[config.mk]
export PLATFORM = sky130hd
export DESIGN_NAME = if_id_buf
export DESIGN_NICKNAME = d
export VERILOG_FILES = /design/src/rtl/if_id_buf.sv
export SDC_FILE = /design/constraint.sdc
export NUM_CORES = 1
export LEC_CHECK = 0
export CAP_MARGIN = 30
export CORE_ASPECT_RATIO = 1.4
export CORE_MARGIN = 2
export CORE_UTILIZATION = 60
export DETAILED_ROUTE_END_ITERATION = 8
export DONT_BUFFER_PORTS = 1
export GPL_TIMING_DRIVEN = 0
export PLACE_DENSITY_LB_ADDON = 0.1
export SLEW_MARGIN = 25
export SYNTH_ARGS = -nofsm -noshare
export SYNTH_HDL_FRONTEND = slang
export SYNTH_SLANG_ARGS = --single-unit
[constraint.sdc]
create_clock -name clk_i -period 12.4 [get_ports clk_i]
set_input_delay 2.48 -clock clk_i [delete_from_list [all_inputs] [get_ports clk_i]]
set_output_delay 2.48 -clock clk_i [all_outputs]
set_load 0.02 [all_outputs]
[src/rtl/if_id_buf.sv]
// Buffered IF/ID boundary: small in-order FIFO of fetched address/instruction pairs
// that rides out decode stalls and discards its contents on a control flush.
module if_id_buf #(
  parameter int unsigned ADDR_WIDTH = 32,
  parameter int unsigned DATA_WIDTH = 32,
  parameter int unsigned DEPTH      = 2,
  parameter logic [DATA_WIDTH-1:0] NOP_INST = DATA_WIDTH'(32'h00000013)
) (
  input  logic                      clk_i,
  input  logic                      rst_n_i,
  input  logic [ADDR_WIDTH-1:0]     inst_addr_i,
  input  logic [DATA_WIDTH-1:0]     inst_i,
  input  logic                      inst_valid_i,
  output logic                      inst_ready_o,
  input  logic                      stall_i,
  input  logic                      flush_i,
  output logic [ADDR_WIDTH-1:0]     inst_addr_o,
  output logic [DATA_WIDTH-1:0]     inst_o,
  output logic                      inst_valid_o,
  output logic [$clog2(DEPTH):0]    count_o
);

  localparam int unsigned PTR_W = $clog2(DEPTH);
  localparam int unsigned CNT_W = PTR_W + 1;

  typedef struct packed {
    logic [ADDR_WIDTH-1:0] addr;
    logic [DATA_WIDTH-1:0] inst;
  } entry_t;

  entry_t             mem [DEPTH];
  entry_t             in_entry;
  entry_t             head_q, head_d;
  logic [PTR_W-1:0]   wr_ptr_q, wr_ptr_d;
  logic [PTR_W-1:0]   rd_ptr_q, rd_ptr_d;
  logic [CNT_W-1:0]   count_q, count_d;
  logic               valid_q, ready_q;
  logic               push, pop;

  assign in_entry = '{addr: inst_addr_i, inst: inst_i};

  // Handshakes only see registered occupancy flags, so ready has no input path.
  assign push = inst_valid_i & ready_q;
  assign pop  = valid_q & ~stall_i & ~flush_i;

  // Next pointer/occupancy state; flush wins over push and pop.
  always_comb begin
    wr_ptr_d = wr_ptr_q;
    rd_ptr_d = rd_ptr_q;
    count_d  = count_q;
    if (flush_i) begin
      wr_ptr_d = '0;
      rd_ptr_d = '0;
      count_d  = '0;
    end else begin
      if (push) wr_ptr_d = wr_ptr_q + PTR_W'(1);
      if (pop)  rd_ptr_d = rd_ptr_q + PTR_W'(1);
      if (push && !pop) begin
        count_d = count_q + CNT_W'(1);
      end else if (!push && pop) begin
        count_d = count_q - CNT_W'(1);
      end
    end
  end

  // Next head entry. When the write lands in the slot that becomes the head,
  // the storage array is not yet updated, so forward the incoming entry.
  always_comb begin
    head_d = '{addr: '0, inst: NOP_INST};
    if (count_d != '0) begin
      if (push && !flush_i && (wr_ptr_q == rd_ptr_d)) begin
        head_d = in_entry;
      end else begin
        head_d = mem[rd_ptr_d];
      end
    end
  end

  always_ff @(posedge clk_i or negedge rst_n_i) begin
    if (!rst_n_i) begin
      wr_ptr_q <= '0;
      rd_ptr_q <= '0;
      count_q  <= '0;
      valid_q  <= 1'b0;
      ready_q  <= 1'b1;
      head_q   <= '{addr: '0, inst: NOP_INST};
    end else begin
      wr_ptr_q <= wr_ptr_d;
      rd_ptr_q <= rd_ptr_d;
      count_q  <= count_d;
      valid_q  <= (count_d != '0);
      ready_q  <= (count_d < CNT_W'(DEPTH));
      head_q   <= head_d;
    end
  end

  // Storage needs no reset; occupancy alone says which slots are live.
  always_ff @(posedge clk_i) begin
    if (push && !flush_i) begin
      mem[wr_ptr_q] <= in_entry;
    end
  end

  assign inst_ready_o = ready_q;
  assign inst_valid_o = valid_q;
  assign inst_addr_o  = head_q.addr;
  assign inst_o       = head_q.inst;
  assign count_o      = count_q;

endmodule

==> results.py <==
metrics = {
    "sta": {
        "tightest_slew_ns": 0.530,
        "timing.final.ws_setup_ns": 8.22,
        "final_max_slew_viol_count": 0,
        "fin_tns_setup_ns": 0,
        "rsz0062_at_grt": "false",
        "finClkSkew_ns": 0.00742,
        "fin_crit_ns": 4.18,
        "hold_violations": 0,
        "finalCritPeriodShare_pct": 33.7,
        "setup-violations-final": 0,
        "max_freq_mhz": 239,
        "relSlewSlack_pct": 64.4,
        "fin_hold_ws_ns": 0.544,
    },
    "placement": {
        "hpwl_um": 10400,
        "place_congestion": 0.778,
        "dp_slack_ns": 7.72,
        "io_buffers": 0,
    },
    "grt": {
        "grt_max_degree": 71,
        "overflow": 0,
        "antenna_found_initial": 0,
        "grt_pass1_vias": 4568,
        "grt_usage_pct": 23.5,
        "grt_pass1_wl_um": 23800,
    },
    "cts": {
        "clockRootBuffer": "clkbuf_16",
        "holdBufCountCts": 0,
        "worstSkewPairLatency_ns": 0.43,
        "numCtsBuffers": 17,
        "cts_tree": "done",
        "cts_resized": 0,
        "clockBufferDepth": 2,
        "cts_sinks": 198,
        "clk_pin_slew_ns": 0.07,
        "cts_setup_buffers": 0,
        "htreeDepth": 4,
    },
    "drt": {
        "drtAntennaViolNets": 0,
        "first_pass_iters": 5,
        "drt_iter0_drc": 188,
        "wl_um": 15100,
        "wl_per_cell_um": 20.9,
        "drc_errors": 0,
        "via_per_inst": 5.93,
        "dr_total_vias": 4285,
    },
    "die": {
        "io-pin-count": 137,
        "dieArea_um2": 13500,
        "dieWidth_um": 98.9,
        "start_util_pct": 61.4,
        "rows": 48,
        "coreArea_um2": 12300,
        "die_h_um": 137,
    },
    "worst_setup_path": {
        "startpoint": "inst_valid_i",
        "crit_fanout": 10,
        "critical_path_required_ns": 12.72,
        "crit_arrival_ns": 4.50,
        "cp-end-kind": "flop",
        "worstSetupStartpointType": "primary input",
        "critical_path_class": "in -> reg",
        "worstReg2RegStart": "inst_ready_o",
    },
    "synth": {
        "yosysWarnings": 0,
        "ys_seq_area_share_pct": 74.1,
        "synthesis.area_um2": 7560,
        "netlist_instances": 522,
        "yosysUniqueCellTypes": 25,
        "avgSynthCellArea_um2": 14.5,
        "synth_nets": 591,
        "synth-seq-cells": 198,
    },
    "final_layout": {
        "drive_above_1_share_pct": 22.7,
        "final_util_pct": 69.0,
        "n_antenna_cell": 0,
        "layout_common_cells": "nand2_1, edfxtp_1, nor2_1, dfrtp_1, a311oi_2",
        "final_common_cell": "nand2_1",
        "area_growth_syn_to_layout_pct": 12.3,
        "nets": 628,
    },
    "flow_run": {
        "drv_cap": 0,
    },
    "pwr": {
        "irDropWorstVdd_mv": 0.0987,
        "p_leak_nw": 3.21,
        "power_density_nw_per_um2": 193,
    },
    "run_status": {
        "status": "completed",
    },
    "worst_hold_path": {
        "hp-class": "reg -> reg",
        "hp-start": "mem[0][41]",
    },
}
## kinds of logic after synthesis
group                     synth area share, %
buffers and inverters                    2.35
DFF                                      74.1
xor gates and xnor gates                0.463
AOI/OAI and AO/OA                        11.7
and+or+nand+nor                          11.1
muxes                                   0.265
## cell usage after synthesis
cell type | instances | area share [%]
nand2_1 | 129 | 6.4
edfxtp_1 | 128 | 51
nor2_1 | 68 | 3.4
dfrtp_1 | 66 | 22
a311oi_2 | 50 | 9.9
buf_2 | 22 | 1.5
clkbuf_1 | 12 | 0.60
a311oi_1 | 11 | 1.3
nor3_1 | 5 | 0.33
dfstp_2 | 4 | 1.4
xnor2_1 | 4 | 0.46
and3_1 | 3 | 0.25
o21ai_0 | 3 | 0.20
and2_1 | 2 | 0.17
inv_1 | 2 | 0.099
mux2i_1 | 2 | 0.26
nand2b_1 | 2 | 0.17
nor2b_1 | 2 | 0.17
a211o_1 | 1 | 0.12
a21o_1 | 1 | 0.099
a21oi_1 | 1 | 0.066
buf_4 | 1 | 0.099
clkbuf_4 | 1 | 0.099
nor2b_4 | 1 | 0.18
nor3b_1 | 1 | 0.099
## stage by stage
step	instance area, um^2	total power, mW	cells
2_1_floorplan	7560	1.06	522
3_3_place_gp	7750	1.12	672
3_5_place_dp	7910	1.13	690
4_1_cts	8490	1.66	722
5_1_grt	8490	1.71	722
6_report	8490	1.64	722
## critical path, stage by stage
cell and delay (ns):
nand2_1 0.12, nor3b_2 0.46, buf_4 0.26, buf_4 0.21, buf_6 0.16, mux2i_1 0.08
buf_2 0.21, buf_2 0.26, a311oi_2 0.26
## sequential cells by signal (all words and copies together) (netlist names)
register	count
mem	128
inst_addr_o	32
inst_o	32
count_o	2
inst_ready_o	1
inst_valid_o	1
rd_ptr_q	1
wr_ptr_q	1
## where the power goes
group	internal, mW	switching, mW
registers	0.789	0.0958
logic	0.0792	0.147
clock network	0.288	0.243
## routing by layer
| metal | track usage, % | share of wire, % | vias to the layer above |
|---|---|---|---|
| met5 | 0 | 0 | - |
| met1 | 27.5 | 37 | 2159 |
| met3 | 9.14 | 8.3 | 13 |
| met2 | 40.0 | 54 | 156 |
| met4 | 7.46 | 1.1 | 0 |
| li1 | - | - | 1957 |
## worst paths after layout
| kind | end | slack, ns | cells past startpoint |
|---|---|---|---|
| min | inst_addr_o[9] | 0.54 | 2 |
| max | inst_o[3] | 8.22 | 9 |
| min in group asynchronous | inst_addr_o[29] | 1.74 | 0 |
| max in group asynchronous | inst_o[1] | 10.46 | 0 |
| min reg2reg | inst_addr_o[9] | 0.54 | 2 |
| max reg2reg | inst_o[3] | 9.63 | 9 |
## cell type report
type	instances	area (um^2)
Sequential cell	198	5600
Fill cell	828	3820
Multi-Input combinational cell	286	1790
Clock buffer	18	439
Tap cell	150	188
Buffer	36	170
Timing Repair Buffer	18	150
Clock inverter	14	144
Inverter	2	7.51
Note: power is estimated with default switching activity, not from simulation.
